File: config.mk
export PLATFORM = sky130hd
export DESIGN_NAME = mem_sub_transfer_ctrl
export DESIGN_NICKNAME = d
export VERILOG_FILES = /design/src/rtl/mem_transfer_pkg.sv /design/src/rtl/mem_sub_transfer_ctrl.sv
export SDC_FILE = /design/constraint.sdc
export NUM_CORES = 1
export LEC_CHECK = 0
export CORE_ASPECT_RATIO = 1.25
export CORE_MARGIN = 5
export CORE_UTILIZATION = 40
export CTS_CLUSTER_DIAMETER = 50
export CTS_CLUSTER_SIZE = 24
export DETAILED_ROUTE_END_ITERATION = 8
export HOLD_SLACK_MARGIN = 0.06
export PLACE_DENSITY = 0.81
export SLEW_MARGIN = 20
export SYNTH_ARGS = -nofsm -noshare
export SYNTH_HDL_FRONTEND = slang
export SYNTH_SLANG_ARGS = --single-unit
File: constraint.sdc
create_clock -name clk -period 1.7 [get_ports clk]
set_input_delay 0.17 -clock clk [delete_from_list [all_inputs] [get_ports clk]]
set_output_delay 0.17 -clock clk [all_outputs]
set_load 0.005 [all_outputs]
File: src/rtl/mem_transfer_pkg.sv
// rtl/mem_transfer_pkg.sv - shared widths and FSM state type for the subtract transfer stage
package mem_transfer_pkg;

    localparam int ADDR_W = 4;
    localparam int DATA_W = 8;

    typedef enum logic [2:0] {
        IDLE  = 3'd0,
        RD_A  = 3'd1,
        RD_B  = 3'd2,
        CAP_B = 3'd3,
        WR    = 3'd4,
        DONE  = 3'd5
    } xfer_state_t;

endpackage

File: src/rtl/mem_sub_transfer_ctrl.sv
// rtl/mem_sub_transfer_ctrl.sv - sequences operand pairs from mem1 through the subtracter into mem2
module mem_sub_transfer_ctrl #(
    parameter int ADDR_W = 4,
    parameter int DATA_W = 8
) (
    input  logic              clk,
    input  logic              rst,
    input  logic              start,
    input  logic [ADDR_W-1:0] src_base,
    input  logic [ADDR_W-1:0] dst_base,
    input  logic [ADDR_W-1:0] len,
    output logic [ADDR_W-1:0] mem1_addr,
    output logic              mem1_re,
    input  logic [DATA_W-1:0] mem1_dout,
    output logic [DATA_W-1:0] DOut2,
    output logic [DATA_W-1:0] DOut1,
    input  logic [DATA_W-1:0] SUBOut,
    output logic [ADDR_W-1:0] mem2_addr,
    output logic              mem2_we,
    output logic [DATA_W-1:0] mem2_din,
    output logic              busy,
    output logic              done
);
    import mem_transfer_pkg::*;

    xfer_state_t       state_q, state_d;
    logic [ADDR_W-1:0] src_q, src_d;
    logic [ADDR_W-1:0] dst_q, dst_d;
    logic [ADDR_W-1:0] cnt_q, cnt_d;
    logic [DATA_W-1:0] dout1_q, dout1_d;
    logic [DATA_W-1:0] dout2_q, dout2_d;

    always_ff @(posedge clk or posedge rst) begin
        if (rst) begin
            state_q <= IDLE;
            src_q   <= '0;
            dst_q   <= '0;
            cnt_q   <= '0;
            dout1_q <= '0;
            dout2_q <= '0;
        end else begin
            state_q <= state_d;
            src_q   <= src_d;
            dst_q   <= dst_d;
            cnt_q   <= cnt_d;
            dout1_q <= dout1_d;
            dout2_q <= dout2_d;
        end
    end

    // Outputs decode from the registered state so reset drives them to 0 at once.
    always_comb begin
        state_d   = state_q;
        src_d     = src_q;
        dst_d     = dst_q;
        cnt_d     = cnt_q;
        dout1_d   = dout1_q;
        dout2_d   = dout2_q;
        mem1_re   = 1'b0;
        mem1_addr = '0;
        mem2_we   = 1'b0;
        mem2_addr = '0;
        mem2_din  = '0;
        done      = 1'b0;
        case (state_q)
            IDLE: begin
                if (start) begin
                    src_d   = src_base;
                    dst_d   = dst_base;
                    cnt_d   = len;
                    state_d = (len == '0) ? DONE : RD_A;
                end
            end
            RD_A: begin
                mem1_re   = 1'b1;
                mem1_addr = src_q;
                state_d   = RD_B;
            end
            RD_B: begin
                mem1_re   = 1'b1;
                mem1_addr = src_q + ADDR_W'(1);
                dout2_d   = mem1_dout;
                state_d   = CAP_B;
            end
            CAP_B: begin
                dout1_d = mem1_dout;
                state_d = WR;
            end
            WR: begin
                mem2_we   = 1'b1;
                mem2_addr = dst_q;
                mem2_din  = SUBOut;
                src_d     = src_q + ADDR_W'(2);
                dst_d     = dst_q + ADDR_W'(1);
                cnt_d     = cnt_q - ADDR_W'(1);
                state_d   = (cnt_q == ADDR_W'(1)) ? DONE : RD_A;
            end
            DONE: begin
                done    = 1'b1;
                state_d = IDLE;
            end
            default: state_d = IDLE;
        endcase
    end

    assign busy  = (state_q != IDLE);
    assign DOut1 = dout1_q;
    assign DOut2 = dout2_q;

endmodule

==> run summary, run 1 <==
CTS Sinks = 31
Nets = 292
Worst slew pin tran = 0.404 ns
Setup TNS = -0.0293 ns
Final Skew = 0.00823 ns
Chip width = 67.0 um
Failing checks = negative setup slack
Netlist cell types = 39
CP endpoint kind = output port
Minimum clock period after layout = 1.71 ns
Met2 Wirelength = 2.28 mm
Detailed Routing Iterations Pass 1 = 4
Syn nets = 191
CP max-delay cell = or3b_4
Wire length per cell = 13.8 um
Buf/Inv on CP = 3
Slew margin rel. = 0.730
Adder-cell share of the synthesized area = 0.0386
Final setup vio count = 4
Crit-path max FO = 4
Area Growth Syn to Fin = 72.1%
Worst path cell trace = or3b_4 -> buf_6 -> inv_8 -> and2_4 -> buf_6
Setup crit start kind = register
Main synth FF type = dfrtp_1
PD cells = 1670 nW/um2
Largest family of logic cells by synthesized area = simple AND/OR/NAND/NOR gates
Compound-Gate Fraction of Synth Area = 0.120
Yosys top cell by area = dfrtp_1
Hold Fails Final Rpt = 0
Final core occ = 0.698
Critical Path AT = 1.54 ns
Io pins = 67
CP Class = reg -> out
Total grt overflow = 0
CTS Buf Count = 5
Syn Inst Count = 155
Pin count of the biggest net entering global routing = 32
CP Data Required Time = 1.53 ns
Final hold slack = 0.275 ns
Seq. cell area = 776 um2
Multiplexer area fraction after synthesis = 0.111
Post-synthesis average cell area = 10.5 um2
Synthesized area = 1620 um2
Clk root buf = clkbuf_8
I/O Buffers = 66
Placed Area = 2500 um2
Max cap viols = 0
Core Area = 4000 um2
Setup slack after layout = -0.0148 ns
Share of layout cells above drive strength 1 = 0.410
Status = finished with violations
DIE AREA = 5440 um2
Leakage power = 1.27 nW
Synth Warn # = 0
Clk buf depth = 2
Die Height = 81.2 um
Reg clk slew, reported paths = 0.07 ns
Uppermost routed layer = met4
Met1 WL = 1.54 mm
Design area = 2790 um2
Worst VDD drop = 0.735 mV
Initial antenna violation count = 0
CTS tree = yes
Tcrit/Tclk final = 1.01
Place WS = -0.0930 ns
Critical Path Most Common Cell = buf_6
Most common cell after layout, fill and taps aside = clkdlybuf4s50_1
Vias in the first global route = 1492
# DRC = 0
Clock latency on the worst-skew pair = 0.28 ns
H-tree lvl count = 2
GRT Total Usage = 0.164
Synth Area in Simple Gates = 0.201
Post-synth ARST share = 1.00
# diodes = 0
DRT Wirelength = 4.29 mm
Global-route wire length before repair = 6.75 mm
FMAX = 583 MHz
Synth area leaders = dfrtp_1, mux2_2, and2_1
Vias = 1547
Crit-path max cell delay = 0.44 ns
GPL Wtd Cong = 0.774
WL met3 = 418 um
Initial Util = 0.405
Xor and xnor area share after synthesis = 0.00540
Antenna Nets Post-Route = 0
Number of synthesized flops with an enable pin = 0
Seq cells post-synth = 31
HPWL Detailed = 3.09 mm
Multi-input logic area = 871 um2
Detailed Route Iter0 Violations = 38
Crit path max-delay family = simple AND/OR/NAND/NOR gates
Unrepaired setup endpoints after global routing = yes
Final Max Slew Viols = 0
Top cell type's share of synthesized area = 0.478
Via/cell ratio = 4.96
Sequential area share after synthesis = 0.478
Most frequent cells in the layout = clkdlybuf4s50_1, dfrtp_1, buf_4, buf_6, mux2_2
Core Rows = 26
Fillers = 306
Min-Delay Path Class = in -> async
-- metrics by stage --
step | power, W | cells
after floorplan | 0.00252 | 155
after global placement | 0.00373 | 295
after detailed placement | 0.00382 | 295
after CTS | 0.00454 | 313
after global routing | 0.00502 | 312
final | 0.00466 | 312
-- synthesized netlist by cell type, types with 2 or more instances --
cell,count
dfrtp_1,31
and2_1,11
nand2_1,11
buf_2,5
nor2_1,14
nor3_1,2
a22oi_1,2
inv_1,6
o21ai_0,6
a221o_1,2
nor2b_1,2
nand3_1,3
nand2b_1,2
a21oi_1,10
ha_1,5
a211oi_1,3
mux2_2,16
a31oi_1,2
nand3b_1,2
-- worst register-to-register path: stages, from the launching register on --
cell and delay, ns:
dfrtp_1 0.39, buf_6 0.13, buf_4 0.14, or4b_4 0.51, buf_4 0.16, o22ai_1 0.14
nor2_1 0.07
-- path summary, 6_finish.rpt --
check,depth (start not counted),start,endpoint,slack (ns)
max in group asynchronous,3,rst,DOut2[6],1.14
worst max-delay path,5,state_q[0],mem2_addr[1],-0.01
worst max register to register,6,state_q[0],dst_q[3],0.05
worst min register to register,1,DOut1[5],DOut1[5],0.50
worst min-delay path,3,rst,cnt_q[0],0.28
min in group clk,3,src_base[0],src_q[0],0.42
-- state kept, by name, summed over array words and instances (netlist names) --
signal	count
DOut1	8
dst_q	4
cnt_q	4
DOut2	8
state_q	3
src_q	4
-- cell type report --
type,instances,area share
clock buffers,6,0.0296
clock inverters,1,0.00179
inverters,7,0.0121
multi-input cells,109,0.312
flip-flops and latches,31,0.278
well taps,56,0.0251
repair buffers,100,0.334
repair inverters,2,0.00717
-- power breakdown --
part           switching (W)  total [W]  leakage, nW  internal (W)
registers           0.000235    0.00135        0.366       0.00112
logic                0.00110    0.00274        0.855       0.00163
clock network       0.000251   0.000568       0.0470      0.000317
-- timing repair --
action | 4_1_cts | 5_1_grt
pin swaps | 2 | 13
gates resized for setup | 71 | 52
buffers inserted | 9 | 1
hold buffers | 0 | 0
cloned | 2 | 0
setup endpoints to repair | 20 | 22
-- metal layers --
layer / track usage / up-vias
met4: 0.0507 / 0
met5: 0 / -
met3: 0.0512 / 8
li1: - / 747
met1: 0.174 / 727
met2: 0.306 / 65
-- cells by family (layout without fill, tap and decap cells) --
kind of cell,count (synthesis),after routing
AND/OR/NAND/NOR,57,57
flip-flops,31,31
AO/OA/AOI/OAI,30,30
multiplexers,16,16
buffers and inverters,15,116
adder cells (fa/ha/maj),5,5
XOR/XNOR,1,1
Power figures use the tool's default switching activity.
==> run 2: changes to the inputs <==
- CORE_MARGIN: 5 -> 2
==> run 2 against run 1 <==
Against the previous run: non-clock buffer count is 3 higher; sequential power is 4% higher; maximum frequency is 6.1% lower; critical path depth is 1 higher; via count is 3.1% higher; sequential share of layout area is 1.0 points lower; highest routed layer unchanged; sequential cell count stayed put; the run still ends with negative setup slack left; critical path type unchanged; global-route usage is 5.0 points higher; clock skew is 0.0034 ns lower; worst hold slack worse by 0.013 ns; register-to-register slack worse by 0.10 ns; largest power group unchanged.
==> run summary, run 2 (synthesis gave the netlist of run 1 again) <==
Wire length per cell = 16.4 um (was 13.8 um)
Reg clk slew, reported paths = 0.07 ns (about the same)
Reg2reg path depth = 6 (unchanged)
Clk root buf = clkbuf_8 (unchanged)
Final setup vio count = 16 (was 4)
Status = finished with violations (unchanged)
Pin count of the biggest net entering global routing = 32 (unchanged)
CTS Sinks = 31 (unchanged)
CP Class = reg -> out (unchanged)
Most frequent cells in the layout = clkdlybuf4s50_1, dfrtp_1, buf_4, buf_6, mux2_2 (unchanged)
Global-route wire length before repair = 7.22 mm (was 6.75 mm)
Worst R2R End = dst_q[3] (unchanged)
Nets = 294 (was 292)
DIE AREA = 4580 um2 (was 5440 um2)
Minimum clock period after layout = 1.83 ns (was 1.71 ns)
Setup crit start kind = register (unchanged)
Seq. cell area = 776 um2 (unchanged)
GRT Total Usage = 0.214 (was 0.164)
Tot Pwr = 0.00516 W (was 0.00466 W)
Chip width = 61.0 um (was 67.0 um)
Core Area = 3850 um2 (was 4000 um2)
Initial Util = 0.421 (was 0.405)
H-tree lvl count = 2 (unchanged)
Final Max Slew Viols = 0 (unchanged)
Clock latency on the worst-skew pair = 0.28 ns (about the same)
Vias = 1595 (was 1547)
Fillers = 232 (was 306)
Die Height = 75.2 um (was 81.2 um)
# DRC = 0 (unchanged)
Io pins = 67 (unchanged)
Detailed Routing Iterations Pass 1 = 4 (unchanged)
Most common cell after layout, fill and taps aside = clkdlybuf4s50_1 (unchanged)
Clk buf depth = 2 (unchanged)
DRT Wirelength = 5.13 mm (was 4.29 mm)
Final hold slack = 0.263 ns (was 0.275 ns)
I/O Buffers = 66 (unchanged)
Failing checks = negative setup slack (unchanged)
Multi-input logic area = 935 um2 (was 871 um2)
Final Skew = 0.00480 ns (was 0.00823 ns)
Total grt overflow = 0 (unchanged)
Placed Area = 2470 um2 (was 2500 um2)
Detailed Route Iter0 Violations = 52 (was 38)
FMAX = 547 MHz (was 583 MHz)
Leakage power = 1.30 nW (was 1.27 nW)
Worst slew pin tran = 0.396 ns (was 0.404 ns)
Hold Fails Final Rpt = 0 (unchanged)
Via/cell ratio = 5.10 (was 4.96)
Critical Path Most Common Cell = buf_6 (unchanged)
Worst VDD drop = 0.921 mV (was 0.735 mV)
CTS Buf Count = 5 (unchanged)
# diodes = 0 (unchanged)
CP endpoint kind = output port (unchanged)
Critical Path AT = 1.66 ns (was 1.54 ns)
Antenna Nets Post-Route = 0 (unchanged)
Initial antenna violation count = 0 (unchanged)
Tcrit/Tclk final = 1.07 (was 1.01)
Reg2Reg Setup Slack = -0.05 ns (was 0.05 ns)
Core Rows = 25 (was 26)
PD cells = 1780 nW/um2 (was 1670 nW/um2)
Max cap viols = 0 (unchanged)
Worst flop-to-flop path startpoint = state_q[1] (was state_q[0])
Place WS = -0.0908 ns (was -0.0930 ns)
Share of layout cells above drive strength 1 = 0.456 (was 0.410)
Design area = 2900 um2 (was 2790 um2)
Crit-path max FO = 3 (was 4)
Unrepaired setup endpoints after global routing = yes (unchanged)
Crit-path max cell delay = 0.45 ns (was 0.44 ns)
Min-Delay Path Class = in -> async (unchanged)
Vias in the first global route = 1654 (was 1492)
CP Data Required Time = 1.53 ns (about the same)
GPL Wtd Cong = 0.772 (was 0.774)
Worst path cell trace = or3b_4 -> clkinv_4 -> buf_6 -> buf_6 -> and2_4 -> buf_6 (was or3b_4 -> buf_6 -> inv_8 -> and2_4 -> buf_6)
Setup slack after layout = -0.127 ns (was -0.0148 ns)
Area Growth Syn to Fin = 78.7% (was 72.1%)
CP max-delay cell = or3b_4 (unchanged)
CTS tree = yes (unchanged)
Final core occ = 0.753 (was 0.698)
Slew margin rel. = 0.735 (was 0.730)
HPWL Detailed = 2.96 mm (was 3.09 mm)
-- run 2: power breakdown --
group	switching (W)	internal, W	leakage, nW	total [W]
logic	0.00126	0.00174	0.873	0.00300
registers	0.000283	0.00112	0.366	0.00140
clock network	0.000286	0.000474	0.0612	0.000760
total	0.00183	0.00333	1.30	0.00516
-- run 2: per-stage QoR --
step           setup TNS [ns]  instances
3_5_place_dp            -1.12        289
2_1_floorplan               0        155
4_1_cts                -0.995        309
6_report                -1.08        313
3_3_place_gp           -0.674        289
5_1_grt                 -1.95        313
-- run 2: what timing repair did --
action,4_1_cts,5_1_grt
gates cloned,1,0
gates resized for setup,93,46
hold buffers,0,0
pin swaps,6,14
endpoints found under the setup margin,21,31
setup buffers,12,7
-- run 2: area by class of cell --
type / instances / area share
Sequential cell: 31 / 0.268
Clock buffer: 6 / 0.0285
Multi-Input combinational cell: 109 / 0.323
Timing Repair Buffer: 103 / 0.332
Inverter: 7 / 0.0108
Tap cell: 54 / 0.0233
Timing Repair inverter: 1 / 0.00302
Clock inverter: 2 / 0.0121
-- run 2: metal layers --
| layer | routed length [um] | GRT usage |
|---|---|---|
| met1 | 1920 | 0.239 |
| met2 | 2780 | 0.381 |
| met3 | 232 | 0.0430 |
| met4 | 195 | 0.104 |
| met5 | 0 | 0 |
-- run 2: how the worst max path moves through the flow --
stage / from / to / slack [ns] / depth (start not counted)
finish: state_q[1] / mem2_din[1] / -0.13 / 6
global route: state_q[0] / mem2_din[1] / -0.17 / 6
CTS: state_q[1] / dst_q[0] / -0.11 / 8
detailed placement: state_q[1] / mem2_addr[3] / -0.09 / 5
global placement: state_q[0] / mem1_addr[3] / -0.09 / 6
floorplan: state_q[2] / cnt_q[3] / 0.19 / 5
-- run 2: critical path: cells and delay by family (launching register included) --
kind                   cells  cell delay (ns)
AND/OR/NAND/NOR            2             0.58
flip-flops                 1             0.43
buffers and inverters      4             0.36
==> run 3: changes to the inputs <==
- CORE_UTILIZATION: 40 -> 43
- CTS_CLUSTER_SIZE: 24 -> unset
- PLACE_DENSITY: 0.81 -> 0.85
==> run 3 against run 2 <==
Against the previous run: setup slack gained 0.014 ns; largest power group unchanged; register-to-register slack lost 0.04 ns; design area shrank 5.1%; cell count shrank 7.0%; global-route usage grew 0.94 points; the run ends with design-rule violations, negative setup slack left; sequential cell count is the same; sequential power is essentially flat; maximum frequency grew 0.76%; via count shrank 1.7%; core utilization grew 2.3 points.
==> run summary, run 3 (synthesis gave the netlist of run 1 again) <==
Most frequent cells in the layout = clkdlybuf4s50_1, dfrtp_1, buf_4, buf_6, mux2_2 (unchanged)
Die Height = 72.7 um (was 75.2 um)
Worst path cell trace = or3b_4 -> clkinv_4 -> buf_6 -> buf_6 -> and2_4 -> buf_2 (was or3b_4 -> clkinv_4 -> buf_6 -> buf_6 -> and2_4 -> buf_6)
Slew margin rel. = 0.727 (was 0.735)
Antenna Nets Post-Route = 0 (unchanged)
Initial Util = 0.458 (was 0.421)
Worst slew pin tran = 0.408 ns (was 0.396 ns)
Initial antenna violation count = 0 (unchanged)
Worst flop-to-flop path startpoint = state_q[1] (unchanged)
CP endpoint kind = output port (unchanged)
Setup slack after layout = -0.113 ns (was -0.127 ns)
Final Max Slew Viols = 0 (unchanged)
Final Skew = 0.00501 ns (was 0.00480 ns)
Clock latency on the worst-skew pair = 0.28 ns (about the same)
Setup crit start kind = register (unchanged)
NetSw = 0.00167 W (was 0.00183 W)
Crit-path max cell delay = 0.45 ns (about the same)
H-tree lvl count = 2 (unchanged)
DRT Wirelength = 4.68 mm (was 5.13 mm)
Total grt overflow = 0 (unchanged)
Switching share of power = 0.355 (about the same)
Critical Path Most Common Cell = buf_6 (unchanged)
Sequential Power Share = 0.294 (was 0.272)
CP Class = reg -> out (unchanged)
Crit path max-delay family = simple AND/OR/NAND/NOR gates (unchanged)
# diodes = 0 (unchanged)
Worst VDD drop = 0.814 mV (was 0.921 mV)
CP Data Required Time = 1.53 ns (about the same)
CP max-delay cell = or3b_4 (unchanged)
Most common cell after layout, fill and taps aside = clkdlybuf4s50_1 (unchanged)
Comb pwr share = 0.582 (was 0.581)
Detailed Routing Iterations Pass 1 = 6 (was 4)
GRT Total Usage = 0.223 (was 0.214)
Core Rows = 24 (was 25)
GPL Wtd Cong = 0.823 (was 0.772)
FMAX = 552 MHz (was 547 MHz)
Hold-fix buffers, CTS = 0 (unchanged)
Final setup vio count = 11 (was 16)
Critical Path AT = 1.64 ns (was 1.66 ns)
Area Growth Syn to Fin = 69.7% (was 78.7%)
Clk network pwr share = 0.125 (was 0.147)
I/O Buffers = 66 (unchanged)
Failing checks = design-rule violations, negative setup slack (was negative setup slack)
Nets = 288 (was 294)
Hold Fails Final Rpt = 0 (unchanged)
Vias = 1568 (was 1595)
Minimum clock period after layout = 1.81 ns (was 1.83 ns)
Leakage power = 1.25 nW (was 1.30 nW)
Int Power = 0.00303 W (was 0.00333 W)
Via/cell ratio = 5.39 (was 5.10)
Detailed Route Iter0 Violations = 34 (was 52)
PD cells = 1710 nW/um2 (was 1780 nW/um2)
CTS Buf Count = 5 (unchanged)
Min-Delay Path Class = in -> async (unchanged)
Vias in the first global route = 1615 (was 1654)
Io pins = 67 (unchanged)
Tcrit/Tclk final = 1.07 (about the same)
Chip width = 58.9 um (was 61.0 um)
Global-route wire length before repair = 7.27 mm (was 7.22 mm)
Status = finished with violations (unchanged)
# DRC = 7 (was 0)
Clk buf depth = 2 (unchanged)
Core Area = 3540 um2 (was 3850 um2)
CTS tree = yes (unchanged)
Final hold slack = 0.260 ns (was 0.263 ns)
Final core occ = 0.776 (was 0.753)
Reg clk slew, reported paths = 0.07 ns (about the same)
Max cap viols = 0 (unchanged)
Clk root buf = clkbuf_8 (unchanged)
CTS Sinks = 31 (unchanged)
HPWL Detailed = 2.88 mm (was 2.96 mm)
Pin count of the biggest net entering global routing = 32 (unchanged)
Unrepaired setup endpoints after global routing = yes (unchanged)
DIE AREA = 4280 um2 (was 4580 um2)
Fillers = 238 (was 232)
Share of layout cells above drive strength 1 = 0.421 (was 0.456)
Setup crit start = state_q[1] (unchanged)
Buf/Inv on CP = 4 (unchanged)
Crit-path max FO = 3 (unchanged)
Wire length per cell = 16.1 um (was 16.4 um)
-- run 3: worst min-delay path, stage by stage --
cell	delay (ns)
clkdlybuf4s50_1	0.39
inv_1	0.05
buf_4	0.35
-- run 3: worst paths after layout --
check / slack (ns) / endpoint / cells after the start
hold reg to reg: 0.50 / DOut1[4] / 1
min in group clk: 0.42 / src_q[0] / 3
max in group asynchronous: 1.15 / src_q[2] / 3
hold / removal: 0.26 / cnt_q[2] / 3
setup reg to reg: -0.09 / dst_q[0] / 8
setup / recovery: -0.11 / mem2_addr[1] / 6
-- run 3: metrics by stage --
step                total power, W  area (um2)  instances  setup WS, ns  TNS [ns]
floorplan                  0.00252        1620        155         0.191         0
global placement           0.00370        2460        275       -0.0783    -0.550
detailed placement         0.00378        2460        275       -0.0950     -1.39
CTS                        0.00452        2660        291       -0.0938    -0.635
global route               0.00503        2750        291        -0.154     -1.66
finish                     0.00470        2750        291        -0.113    -0.673
-- run 3: what timing repair did --
action	4_1_cts	5_1_grt
setup endpoints to repair	25	30
pin swaps	8	6
gates cloned	1	0
gates resized for setup	94	32
buffers inserted	9	1
-- run 3: power groups by stage --
stage	Clock, W	Combinational [W]	Sequential, W
floorplan	0	0.00115	0.00137
CTS	0.000596	0.00256	0.00137
global route	0.000620	0.00299	0.00142
detailed placement	0	0.00241	0.00137
finish	0.000585	0.00273	0.00138
global placement	0	0.00235	0.00135
-- run 3: routing by layer --
metal / routed length (um) / global-route usage / vias to the layer above / part of all wire
met5: 0 / 0 / - / 0
met4: 170 / 0.111 / 0 / 0.036
met3: 352 / 0.0514 / 16 / 0.075
met2: 2440 / 0.381 / 74 / 0.52
met1: 1710 / 0.259 / 741 / 0.37
li1: - / - / 737 / -
-- run 3: cell type report --
| cell class | instances | area, um2 | share of cell area |
|---|---|---|---|
| repair buffers | 97 | 913 | 0.332 |
| multi-input cells | 109 | 886 | 0.322 |
| flip-flops and latches | 31 | 776 | 0.282 |
| clock buffers | 6 | 82.6 | 0.0300 |
| well taps | 39 | 48.8 | 0.0177 |
| inverters | 7 | 31.3 | 0.0114 |
| repair inverters | 1 | 8.76 | 0.00318 |
| clock inverters | 1 | 5.00 | 0.00182 |
